File: src/rtl/mem_router.sv
// Routes a single memory request to the CLINT or the system bus and returns one response.
// Optional bus timeout when MEM_ROUTER_TIMEOUT_EN is defined.
module mem_router #(
  parameter logic [63:0] CLINT_BASE = 64'h0000_0000_0200_0000,
  parameter logic [63:0] CLINT_MASK = 64'hFFFF_FFFF_FFFF_0000
) (
  input  logic        clk,
  input  logic        rst,
  input  logic        mem_router_valid_i,
  input  logic [63:0] mem_router_addr_i,
  input  logic [63:0] mem_router_data_write_i,
  input  logic [1:0]  mem_router_size_i,
  input  logic        mem_router_req_i,
  output logic        mem_router_ready_o,
  output logic [63:0] mem_router_data_read_o,
  output logic [1:0]  mem_router_resp_o,
  output logic        mem_router_clint_valid_o,
  output logic [63:0] mem_router_clint_addr_o,
  output logic [63:0] mem_router_clint_data_write_o,
  output logic [1:0]  mem_router_clint_size_o,
  output logic        mem_router_clint_req_o,
  input  logic        mem_router_clint_ready_i,
  input  logic [63:0] mem_router_clint_data_read_i,
  input  logic [1:0]  mem_router_clint_resp_i,
  output logic        mem_router_bus_valid_o,
  output logic [63:0] mem_router_bus_addr_o,
  output logic [63:0] mem_router_bus_data_write_o,
  output logic [1:0]  mem_router_bus_size_o,
  output logic        mem_router_bus_req_o,
  input  logic        mem_router_bus_ready_i,
  input  logic [63:0] mem_router_bus_data_read_i,
  input  logic [1:0]  mem_router_bus_resp_i
);

  localparam logic [1:0] IDLE  = 2'd0;
  localparam logic [1:0] CLINT = 2'd1;
  localparam logic [1:0] BUS   = 2'd2;
  localparam logic [1:0] DONE  = 2'd3;

  logic [1:0]  state_reg;
  logic [63:0] addr_reg;
  logic [63:0] wdata_reg;
  logic [1:0]  size_reg;
  logic        req_reg;
  logic [63:0] rdata_reg;
  logic [1:0]  resp_reg;
  logic        misaligned;
  logic        is_clint;

`ifdef MEM_ROUTER_TIMEOUT_EN
  logic [7:0]  tcount_reg;
`endif

  // Alignment is judged on the live request since it is decided in the latching cycle.
  always_comb begin
    misaligned = 1'b0;
    case (mem_router_size_i)
      2'd1:    misaligned = mem_router_addr_i[0];
      2'd2:    misaligned = |mem_router_addr_i[1:0];
      2'd3:    misaligned = |mem_router_addr_i[2:0];
      default: misaligned = 1'b0;
    endcase
  end

  assign is_clint = (mem_router_addr_i & CLINT_MASK) == CLINT_BASE;

  always_ff @(posedge clk) begin
    if (rst) begin
      state_reg  <= IDLE;
      addr_reg   <= '0;
      wdata_reg  <= '0;
      size_reg   <= '0;
      req_reg    <= 1'b0;
      rdata_reg  <= '0;
      resp_reg   <= '0;
`ifdef MEM_ROUTER_TIMEOUT_EN
      tcount_reg <= '0;
`endif
    end else begin
      case (state_reg)
        IDLE: begin
          if (mem_router_valid_i) begin
            addr_reg  <= mem_router_addr_i;
            wdata_reg <= mem_router_data_write_i;
            size_reg  <= mem_router_size_i;
            req_reg   <= mem_router_req_i;
            if (misaligned) begin
              rdata_reg <= '0;
              resp_reg  <= 2'b10;
              state_reg <= DONE;
            end else if (is_clint) begin
              state_reg <= CLINT;
            end else begin
              state_reg  <= BUS;
`ifdef MEM_ROUTER_TIMEOUT_EN
              tcount_reg <= '0;
`endif
            end
          end
        end
        CLINT: begin
          if (mem_router_clint_ready_i) begin
            rdata_reg <= mem_router_clint_data_read_i;
            resp_reg  <= mem_router_clint_resp_i;
            state_reg <= DONE;
          end
        end
        BUS: begin
          if (mem_router_bus_ready_i) begin
            rdata_reg <= mem_router_bus_data_read_i;
            resp_reg  <= mem_router_bus_resp_i;
            state_reg <= DONE;
          end
`ifdef MEM_ROUTER_TIMEOUT_EN
          // A late ready still wins over the timeout in the same cycle.
          else if (tcount_reg == 8'hFF) begin
            rdata_reg <= '0;
            resp_reg  <= 2'b11;
            state_reg <= DONE;
          end else begin
            tcount_reg <= tcount_reg + 8'd1;
          end
`endif
        end
        DONE:    state_reg <= IDLE;
        default: state_reg <= IDLE;
      endcase
    end
  end

  assign mem_router_ready_o     = (state_reg == DONE);
  assign mem_router_data_read_o = rdata_reg;
  assign mem_router_resp_o      = resp_reg;

  assign mem_router_clint_valid_o      = (state_reg == CLINT);
  assign mem_router_clint_addr_o       = addr_reg;
  assign mem_router_clint_data_write_o = wdata_reg;
  assign mem_router_clint_size_o       = size_reg;
  assign mem_router_clint_req_o        = req_reg;

  assign mem_router_bus_valid_o      = (state_reg == BUS);
  assign mem_router_bus_addr_o       = addr_reg;
  assign mem_router_bus_data_write_o = wdata_reg;
  assign mem_router_bus_size_o       = size_reg;
  assign mem_router_bus_req_o        = req_reg;

endmodule

File: config.mk
export PLATFORM = sky130hd
export DESIGN_NAME = mem_router
export DESIGN_NICKNAME = d
export VERILOG_FILES = /design/src/rtl/mem_router.sv
export SDC_FILE = /design/constraint.sdc
export NUM_CORES = 1
export LEC_CHECK = 0
export ABC_AREA = 1
export CELL_PAD_IN_SITES_DETAIL_PLACEMENT = 1
export CELL_PAD_IN_SITES_GLOBAL_PLACEMENT = 1
export CORE_AREA = 4 4 230 232
export DETAILED_ROUTE_END_ITERATION = 7
export DIE_AREA = 0 0 234 236
export PLACE_DENSITY = 0.63
export SETUP_SLACK_MARGIN = 0.5
export SYNTH_ARGS = -nofsm -noshare
export SYNTH_HDL_FRONTEND = slang
export SYNTH_SLANG_ARGS = --single-unit
File: constraint.sdc
create_clock -name clk -period 2.1 [get_ports clk]
set_clock_uncertainty 0.2 [all_clocks]
set_input_delay 0.42 -clock clk [delete_from_list [all_inputs] [get_ports clk]]
set_output_delay 0.42 -clock clk [all_outputs]
set_load 0.005 [all_outputs]
**Word level (Yosys, flattened, before mapping)**

Cells that the tools add are included.

- Output and inout bits: 331
- Bits of input ports: 268
- Bits in registers: 199
- Logic and storage cells: 42

- Multiplexer cells: 17
- Reductions and logical operators: 7
- Eq/ne operators: 11

Operators with widths:

| cell | count |
|---|---|
| $mux W64 | 4 |
| $pmux W64 S3 | 1 |
| $eq A48 B10 Y1 const B | 1 |
| $mux W2 | 9 |
| $eq A2 B2 Y1 const B | 4 |
| $pmux W2 S4 | 1 |
| $pmux W2 S3 | 1 |
| $reduce_and A5 Y1 | 1 |
| $eq A2 B1 Y1 const B | 2 |
| $ne A2 B1 Y1 const B | 2 |
| $ne A2 B2 Y1 const B | 2 |
| $pmux W1 S3 | 1 |
| $reduce_and A3 Y1 | 1 |
| $reduce_bool A3 Y1 | 1 |
| $reduce_or A3 Y1 | 1 |
| $logic_not A2 Y1 | 1 |
| $reduce_and A2 Y1 | 1 |
| $reduce_or A2 Y1 | 1 |

**Depth between registers and ports, before layout**

Gate-level depths: netlist of the first run.

- Word-level depth: 5
- Gate-level depth with buffers: 12
- Gate-level depth less buffers: 10

**Least setup slack after synthesis of the first run**

OpenSTA, ideal clock, no wires.

- Kind: reg-to-reg
- From: register state_reg[0]
- To: register rdata_reg[11] (netlist: mem_router_data_read_o[11])
- Period minus slack after synthesis: 1,893 ps
- Arrival time: 1,580 ps
- Cell stages (with the launch flop): 13
- Buffers on the path: 2
- Setup slack: 207 ps
- Required time: 1,787 ps
- Cell sequence: dfxtp_1 inv_1 ha_1 nand2_1 nand3_2 a21oi_2 nand2_1 inv_2 buf_6 buf_2 nand2_1 nand2_1 nor2_1

- Cells in the longest elaborated chain, start to end: 3

Ends and longest elaborated chain:

| item | line | source |
|---|---|---|
| start, declared | 40 | `logic [1:0] state_reg;` |
| start signal, assigned | 69 | `state_reg <= IDLE;` |
| start signal, assigned | 90 | `state_reg <= DONE;` |
| start signal, assigned | 92 | `state_reg <= CLINT;` |
| $eq A2 B2 Y1 * | -- |  |
| named net mem_router_bus_valid_o | 25 | `output logic mem_router_bus_valid_o,` |
| $ne A2 B1 Y1 (no line) / $reduce_bool A3 Y1 (equally long branches) | -- |  |
| $reduce_and A5 Y1 (no line) | -- |  |
| end signal, assigned | 103 | `rdata_reg <= mem_router_clint_data_read_i;` |
| end signal, assigned | 110 | `rdata_reg <= mem_router_bus_data_read_i;` |
| end, declared | 45 | `logic [63:0] rdata_reg;` |

Mark *: on every way through the listed nets, which the timed path passes. The rest lies on a longest branch.
A chain may end at the register's enable or synchronous reset.

**Final worst setup path of the first run**

- From: register state_reg[1]
- To: register rdata_reg[30] (netlist: mem_router_data_read_o[30])

- Cells in the longest elaborated chain, start to end: 3

Ends and longest elaborated chain:

| item | line | source |
|---|---|---|
| $eq A2 B2 Y1, or another cell as far along | 80 | `case (state_reg)` |
| $ne A2 B1 Y1 (no line), or another cell as far along | -- |  |
| $reduce_and A5 Y1 (no line) | -- |  |

Parallel ways exist; a longest one is shown, timed or not.

==> flow_summary.yaml, run 1 <==
synthesis:
  post-synth-top-area-cell: "dfxtp_1"
  ys_top_cells_by_count: "nor2_1, dfxtp_1, o21ai_0, buf_4, nand2_1"
  synth-seq-cells: 199
  post-synth-top-count-cell: "nor2_1"
  syn_nets: 1493
  synth.avg_cell_area_um2: 7.37
  yosys_warnings: 0
  async_flop_share_pct: 0
  syn_area_mm2: 0.00900
  synthCells: 1221
  synth_edf_count: 0
  netlist_top_cells_area: "dfxtp_1, nor2_1, buf_4, o21ai_0, a22o_1"
  synth_top_area_share_pct: 44.3
  ys.flop_type: "dfxtp_1"
  synth_cell_types: 22
  ys_seq_area_share_pct: 44.3
finish:
  finalNetCount: 2082
  nFillCells: 6042
  area_delta_synth_final_pct: 92.1
  drive_above_1_share_pct: 35.0
  stdcell_count: 2505
placed_design:
  gp_congestion: 0.795
  place_inst: 2319
  io_buffers: 598
  dp_hpwl_um: 33800
worst_setup_path:
  max_stage_delay_ps: 400
  end_kind: "flip-flop"
  cp-start-kind: "flip-flop"
  crit_chain: "inv_4 -> ha_4 -> buf_8 -> nand2_4 -> nand3_4 -> a21oi_4 -> nand2_4 -> buf_4 -> clkbuf_16 -> a21oi_4 -> nor2_1"
  crit_required_ps: 2270
  worstPathMaxFanout: 12
  cp.arrival_ps: 2140
  crit_family: "buffers and inverters"
  crit_buf_inv: 4
  path_class: "flip-flop to flip-flop"
  crit_path_top_delay_cell: "dfxtp_4"
timing:
  rsz0062_at_grt: "yes"
  relSlewSlack_pct: 75.0
  fin_crit_sh_pct: 93.6
  setup_violations: 0
  final.hold.worst_slack_ps: 273
  tightest_slew_ps: 375
  maxSlewViolCount: 0
  fmax_ghz: 0.509
  hold_viol_final: 0
  tns_ps: 0
  layout_min_cycle_time_ps: 1970
clock_tree:
  clk_pin_slew_ps: 80
  cts_buffer_depth: 2
  postCtsHoldBufs: 0
  cts_buffers: 17
  insertion_delay_ps: 470
  cts-root-buf: "clkbuf_16"
  cts_tree: "yes"
  cts_htree_levels: 4
  clock_sinks: 199
drt:
  vias: 10300
  wl_per_cell_um: 19.0
  wirelength_um: 47700
  first_pass_iters: 4
  via_per_inst: 4.11
  drtIter0Drc: 372
  ant_nets: 0
  drc_errors: 0
die:
  die_area_mm2: 0.0552
  ioPinCount: 599
  die_x_um: 234
  rows: 83
  dieHeight_um: 236
  core_area_mm2: 0.0510
  start_util_pct: 17.7
power_and_ir_drop:
  p_leak_nw: 7.95
  power_density_mw_per_mm2: 1270
  peakVddDrop_uv: 717
run:
  drv_cap: 0
global_routing:
  grt_pass1_vias: 10500
  gr-usage-all-layers_pct: 15.9
  grt_first_pass_wirelength_um: 66300
  antenna_found_initial: 4
  grt_max_degree: 66
  overflow: 0
status:
  status: "completed"
worst_hold_path:
  min_path_type: "flip-flop to flip-flop"
[placed cells by master (no fill, tap or decap), types with 22 or more instances in the layout]
cell	Yosys	routed
a22o_1	65	65
buf_2	15	22
buf_4	138	97
buf_6	1	175
clkbuf_16	0	25
clkbuf_2	0	70
clkdlybuf4s50_1	0	267
dfxtp_1	199	45
dfxtp_2	0	136
dlygate4sd2_1	0	110
nand2_1	131	116
nor2_1	386	381
o21ai_0	152	140
[final timing paths]
path,slack [ps],cells after the start,from,end
hold reg to reg,270,2,mem_router_data_read_o[36],mem_router_data_read_o[36]
setup reg to reg,130,11,state_reg[1],mem_router_data_read_o[30]
setup / recovery,130,11,state_reg[1],mem_router_data_read_o[30]
hold / removal,270,2,mem_router_data_read_o[36],mem_router_data_read_o[36]
[final cells by class]
cell class / count / area, µm² / area share [%]
antenna: 2 / 5.00 / 0.0289
clock buffer: 18 / 439 / 2.54
clock inverter: 14 / 153 / 0.883
inverter: 14 / 82.6 / 0.478
multi-input combinational: 793 / 3860 / 22.4
sequential: 199 / 4220 / 24.4
tap: 680 / 851 / 4.92
timing repair buffer: 785 / 7670 / 44.4
[power by group]
group          internal (mW)  switching (mW)
Clock                   1.73            1.74
Sequential              5.10           0.880
Combinational           6.68            5.81
Total                   13.5            8.43
[layer usage]
metal / track usage, % / up-vias / wire, µm
li1: - / 5014 / -
met1: 17.5 / 4862 / 18400
met2: 29.0 / 370 / 24700
met3: 5.37 / 52 / 3540
met4: 4.56 / 4 / 994
met5: 0 / - / 23
[logic make-up (layout without fill, tap and decap cells)]
family | after synthesis | in the layout | synth area share, %
DFF | 199 | 199 | 44.3
and+or+nand+nor | 522 | 522 | 21.9
buffers and inverters | 229 | 831 | 15.6
adders and majority gates | 4 | 4 | 0.556
other | 0 | 2 | 0
AOI/OAI and AO/OA | 267 | 267 | 17.7
[what timing repair did]
| action | 4_1_cts | 5_1_grt |
|---|---|---|
| pin swaps | 4 | 10 |
| cloned | 6 | 9 |
| gates resized for setup | 777 | 421 |
| hold endpoints to repair | 0 | 0 |
| buffers inserted | 89 | 48 |
| setup endpoints to repair | 528 | 529 |
[worst min-delay path, stage by stage, from the launching register on]
cell,delay (ps)
dfxtp_2,320
nor2_1,40
nor2_1,80
[stage by stage]
step	area [µm²]	total power, mW	setup slack, ps	utilization (%)
6_report	17300	21.9	135	33.9
3_3_place_gp	15000	15.5	-450	29.3
3_5_place_dp	15000	15.7	-513	29.3
2_1_floorplan	9110	10.8	389	-
5_1_grt	17300	23.5	34.1	33.9
4_1_cts	16600	21.0	85.9	32.6
No activity file was read; power rests on OpenSTA's default activity.
==> run 2, diff against run 1 <==
CORE_AREA = 4 4 233 235   (was 4 4 230 232)
DIE_AREA = 0 0 237 239   (was 0 0 234 236)
PLACE_DENSITY = 0.64   (was 0.63)
clock period = 1.6 ns   (was 2.1 ns; I/O delays follow)
==> run 2 against run 1 <==
  * The flow now finishes with violations (setup timing)
  * Sequential power grew 38%
  * Non-clock buffer count grew 228
  * Register-to-register slack lost 610 ps
  * Critical path type unchanged
  * Largest power group unchanged
  * Highest routed layer unchanged
==> flow_summary.yaml, run 2 (same netlist as run 1, synthesis figures left out) <==
timing:
  relSlewSlack_pct: 74.1
  hold_viol_final: 0
  fin_crit_sh_pct: 130
  rsz0062_at_grt: "yes"
  layout_min_cycle_time_ps: 2080
  tightest_slew_ps: 384
  maxSlewViolCount: 0
  layout_setup_ws_ps: -477
  setup_violations: 241
  fmax_ghz: 0.481
power_and_ir_drop:
  p_int_mw: 22.9
  finalPower_mw: 36.9
  peakVddDrop_uv: 787
  p_leak_nw: 9.57
  switching_power_mw: 14.0
  pwr-share-clk_pct: 12.4
  seqPwrFrac_pct: 22.3
  power_density_mw_per_mm2: 1710
  swShare_pct: 37.9
  power_frac_comb_pct: 65.3
clock_tree:
  cts_tree: "yes"
  clock_sinks: 199
  cts_buffer_depth: 2
  insertion_delay_ps: 480
  cts_htree_levels: 4
  cts-root-buf: "clkbuf_16"
  cts_buffers: 17
  clk_pin_slew_ps: 80
  postCtsHoldBufs: 0
placed_design:
  dp_hpwl_um: 33600
  io_buffers: 598
  dpl_worst_slack_ps: -998
  gp_congestion: 0.791
worst_setup_path:
  worstPathMaxFanout: 12
  crit_required_ps: 1750
  end_kind: "flip-flop"
  path_class: "flip-flop to flip-flop"
  cp-start-kind: "flip-flop"
  crit_chain: "inv_4 -> ha_4 -> buf_8 -> buf_12 -> nand2_8 -> buf_12 -> buf_16 -> o21ai_0 -> nor2_1"
  crit_path_top_delay_cell: "dfxtp_4"
  max_stage_delay_ps: 380
  path_common_cell: "buf_12"
  cp.arrival_ps: 2230
die:
  ioPinCount: 599
  die_area_mm2: 0.0566
  die_x_um: 237
  rows: 84
  start_util_pct: 17.2
  core_area_mm2: 0.0522
  dieHeight_um: 239
run:
  drv_cap: 0
global_routing:
  grt_first_pass_wirelength_um: 76500
  overflow: 0
  antenna_found_initial: 6
  grt_max_degree: 61
  grt_pass1_vias: 12000
  gr-usage-all-layers_pct: 17.8
drt:
  vias: 11700
  wirelength_um: 59400
  wl_per_cell_um: 21.6
  drtIter0Drc: 361
  drc_errors: 0
  via_per_inst: 4.26
  ant_nets: 0
  first_pass_iters: 4
finish:
  layout_common_cells: "buf_6, nor2_1, clkdlybuf4s50_1"
  nFillCells: 5882
  layout_commonest_cell: "buf_6"
  regArea_mm2: 0.00433
  area_delta_synth_final_pct: 140
  drive_above_1_share_pct: 57.7
  multi_input_area_mm2: 0.00455
  finalNetCount: 2316
status:
  status: "finished with violations"
  violations: "setup timing"
worst_hold_path:
  min_path_type: "input port to flip-flop"
## run 2: changes by cell type in the layout (fill, tap and decap cells not counted), moves of 55 or more
cell / change
buf_6: +296
dlygate4sd2_1: -110
nor2_1: -97
o21ai_0: -93
clkbuf_2: -67
nor2_2: +64
buf_4: +55
## run 2: path summary, 6_finish.rpt
kind                          startpoint                               to  slack (ps)  cells past startpoint
max                         state_reg[0]  mem_router_bus_data_write_o[32]        -480                      9
min          mem_router_data_write_i[16]  mem_router_bus_data_write_o[16]         230                      3
max reg2reg                 state_reg[0]  mem_router_bus_data_write_o[32]        -480                      9
min reg2reg   mem_router_data_read_o[43]       mem_router_data_read_o[43]         290                      2
## run 2: repair_timing
item / in CTS / in global routing
endpoints found under the hold margin: 0 / 0
pin swaps: 23 / 35
resized for setup: 2046 / 370
endpoints found under the setup margin: 530 / 530
cloned: 25 / 15
buffers inserted: 200 / 115
## run 2: cell type report
type	instances	share of cell area [%]
antenna	5	0.0578
clock buffer	17	1.97
clock inverter	15	0.792
inverter	14	0.468
multi-input combinational	795	21.0
sequential	199	20.0
tap	688	3.98
timing repair buffer	1013	51.4
timing repair inverter	4	0.266
## run 2: power groups by stage
| stage | combinational (mW) | clock [mW] | sequential (mW) |
|---|---|---|---|
| after floorplan | 6.98 | 0 | 7.52 |
| after global placement | 13.0 | 0 | 7.68 |
| after detailed placement | 13.3 | 0 | 7.75 |
| after CTS | 19.8 | 4.76 | 7.91 |
| after global routing | 25.7 | 4.99 | 8.39 |
| final | 24.1 | 4.59 | 8.24 |
## run 2: metrics by stage
step	cell area, µm²	TNS [ps]	std cells	hold slack (ps)	utilization [%]
after floorplan	9260	-4920	1221	179	-
after global placement	15200	-118890	2358	245	29.2
after detailed placement	15200	-122280	2358	275	29.2
after CTS	19100	-52960	2615	164	36.5
after global routing	21600	-74700	2748	221	41.4
final	21600	-54660	2750	228	41.4
## run 2: per-layer routing
layer  part of all wire, %  track usage [%]  vias to the layer above
li1                      -                -                     5500
met5                 0.034                0                        -
met4                   2.8             6.03                        2
met1                    37             19.4                     5681
met2                    53             32.3                      443
met3                   6.8             6.18                       80
## run 2: worst max-delay path, delay by kind of cell, from the launching register on
family | cells | cell delay (ps)
compound gates | 1 | 330
flops | 1 | 380
simple gates | 2 | 190
fa+ha+maj | 1 | 210
buf+inv | 5 | 620
==> run 3, diff against run 2 <==
ABC_AREA = unset   (was 1)
CAP_MARGIN = 20   (was unset)
CELL_PAD_IN_SITES_DETAIL_PLACEMENT = 0   (was 1)
CORE_AREA = 4 4 232 234   (was 4 4 233 235)
DIE_AREA = 0 0 236 238   (was 0 0 237 239)
PLACE_DENSITY = 0.63   (was 0.64)
==> run 3 against run 2 <==
  * The run ends with hold timing, setup timing left
  * Critical path depth decreased by 1
  * Area after synthesis decreased by 0.71%
  * Hold slack got worse by 370 ps
  * Power decreased by 14%
  * Synthesized cell count decreased by 7.5%
  * Setup slack got worse by 180 ps
  * Combinational power decreased by 14%
  * Cell area increased by 3.7%
  * Utilization increased by 1.7 points
  * Clock power decreased by 4.4%
  * Critical endpoint is now mem_router_data_read_o[48]
  * Largest power group unchanged
  * Highest routed layer unchanged
==> flow_summary.yaml, run 3 <==
status:
  status: "finished with violations"
  violations: "hold timing, setup timing"
worst_setup_path:
  crit_path_top_delay_cell: "or4_4"
  path_class: "flip-flop to flip-flop"
  crit_chain: "buf_6 -> ha_4 -> nor2b_4 -> or4_4 -> buf_12 -> buf_12 -> o21ai_2 -> a21oi_1"
  crit_required_ps: 1760
  cp-start-kind: "flip-flop"
  path_common_cell: "buf_12"
  cp.arrival_ps: 2420
  end_kind: "flip-flop"
  worstPathMaxFanout: 9
  max_stage_delay_ps: 610
timing:
  fmax_ghz: 0.442
  setup_violations: 233
  maxSlewViolCount: 0
  relSlewSlack_pct: 54.9
  rsz0062_at_grt: "yes"
  layout_setup_ws_ps: -660
  layout_min_cycle_time_ps: 2260
  final.hold.worst_slack_ps: -143
  fin_crit_sh_pct: 141
  hold_viol_final: 4
  tightest_slew_ps: 677
placed_design:
  dp_hpwl_um: 33500
  io_buffers: 598
  gp_congestion: 0.797
  dpl_cell_area_mm2: 0.0155
finish:
  layout_common_cells: "buf_6, clkdlybuf4s50_1, buf_4"
  design_area_mm2: 0.0224
  finalNetCount: 2252
  drive_above_1_share_pct: 67.5
  nFillCells: 4934
  layout_commonest_cell: "buf_6"
  area_delta_synth_final_pct: 151
  final_util_pct: 43.1
synthesis:
  synth_edf_count: 0
  ys_seq_area_share_pct: 44.6
  syn_area_mm2: 0.00894
  post-synth-top-area-cell: "dfxtp_1"
  synthCells: 1130
  netlist_top_cells_area: "dfxtp_1, a21oi_1, nand2_1, buf_4, a22o_1"
  ys.flop_type: "dfxtp_1"
  synth.avg_cell_area_um2: 7.91
  post-synth-top-count-cell: "nand2_1"
  synth-seq-cells: 199
  syn_nets: 1402
  synth_cell_types: 29
  synth_top_area_share_pct: 44.6
  ys_top_cells_by_count: "nand2_1, a21oi_1, dfxtp_1, buf_4, clkbuf_1"
  async_flop_share_pct: 0
  yosys_warnings: 0
power_and_ir_drop:
  finalPower_mw: 31.9
  power_frac_comb_pct: 64.7
  switching_power_mw: 12.1
  pwr-share-clk_pct: 13.8
  swShare_pct: 37.9
  seqPwrFrac_pct: 21.5
  p_leak_nw: 9.69
  peakVddDrop_uv: 848
  p_int_mw: 19.8
  power_density_mw_per_mm2: 1420
clock_tree:
  cts_htree_levels: 4
  insertion_delay_ps: 490
  clk_pin_slew_ps: 80
  cts-root-buf: "clkbuf_16"
  cts_tree: "yes"
  clock_sinks: 199
  cts_buffers: 17
  cts_buffer_depth: 2
drt:
  via_per_inst: 4.34
  drc_errors: 0
  wl_per_cell_um: 21.0
  wirelength_um: 56300
  first_pass_iters: 5
  vias: 11700
  drtIter0Drc: 393
  ant_nets: 0
die:
  rows: 84
  start_util_pct: 17.2
  ioPinCount: 599
  core_area_mm2: 0.0520
  die_x_um: 236
  die_area_mm2: 0.0562
  dieHeight_um: 238
worst_hold_path:
  min_path_type: "input port to flip-flop"
global_routing:
  antenna_found_initial: 6
  grt_pass1_vias: 11600
  grt_first_pass_wirelength_um: 74800
  grt_max_degree: 67
  gr-usage-all-layers_pct: 17.7
  overflow: 0
run:
  drv_cap: 0
==> run 3: critical path, delay by kind of cell, from the launching register on <==
kind	cells	cell delay [ps]
buffers and inverters	3	460
adders and majority gates	1	150
AOI/OAI and AO/OA	2	190
and+or+nand+nor	2	740
DFF	1	360
==> run 3: timing repair <==
item / 4_1_cts / 5_1_grt
endpoints found under the setup margin: 530 / 530
resized for setup: 2086 / 434
gates cloned: 25 / 20
hold endpoints to repair: 4 / 4
pin swaps: 49 / 71
buffers inserted: 215 / 105
==> run 3: metrics by stage <==
stage | setup TNS, ps | worst slack, ps | cells
after floorplan | -31650 | -528 | 1130
after global placement | -99350 | -927 | 2284
after detailed placement | -104760 | -986 | 2284
after CTS | -80920 | -688 | 2556
after global routing | -96410 | -736 | 2685
final | -81420 | -660 | 2685
==> run 3: kinds of logic (layout without fill, tap and decap cells) <==
kind of cell | Yosys count | count (layout) | synth area share [%]
flip-flops | 199 | 199 | 44.6
AO/OA/AOI/OAI | 338 | 338 | 21.9
adder cells (fa/ha/maj) | 4 | 4 | 0.560
other | 0 | 4 | 0
AND/OR/NAND/NOR | 354 | 354 | 17.5
buffers and inverters | 235 | 1098 | 15.5
==> run 3: layout make-up <==
type / count / area, µm² / area share (%)
Clock inverter: 13 / 114 / 0.508
Tap cell: 688 / 861 / 3.84
Inverter: 3 / 18.8 / 0.0837
Timing Repair Buffer: 1063 / 11600 / 51.8
Antenna cell: 4 / 10.0 / 0.0446
Multi-Input combinational cell: 696 / 5040 / 22.5
Sequential cell: 199 / 4310 / 19.2
Clock buffer: 19 / 453 / 2.02
==> run 3: power by group through the flow <==
stage / Combinational, mW / Clock (mW) / Sequential, mW
floorplan: 5.54 / 0 / 6.54
global placement: 10.9 / 0 / 6.67
detailed placement: 11.0 / 0 / 6.69
CTS: 17.0 / 4.52 / 6.75
global route: 21.7 / 4.69 / 6.96
finish: 20.7 / 4.39 / 6.86
==> run 3: layer usage <==
metal | GRT usage, % | vias to the layer above | routed length [µm]
li1 | - | 5529 | -
met3 | 5.93 | 79 | 3730
met1 | 19.2 | 5569 | 21400
met2 | 31.7 | 479 | 29200
met4 | 7.53 | 2 | 1890
met5 | 0 | - | 13
==> run 3: final timing paths <==
| path | from | endpoint | slack (ps) | depth (start not counted) |
|---|---|---|---|---|
| setup / recovery | state_reg[0] | mem_router_data_read_o[48] | -660 | 8 |
| hold / removal | rst | state_reg[0] | -140 | 2 |
| setup reg to reg | state_reg[0] | mem_router_data_read_o[48] | -660 | 8 |
| hold reg to reg | mem_router_bus_addr_o[8] | mem_router_bus_addr_o[8] | 270 | 2 |
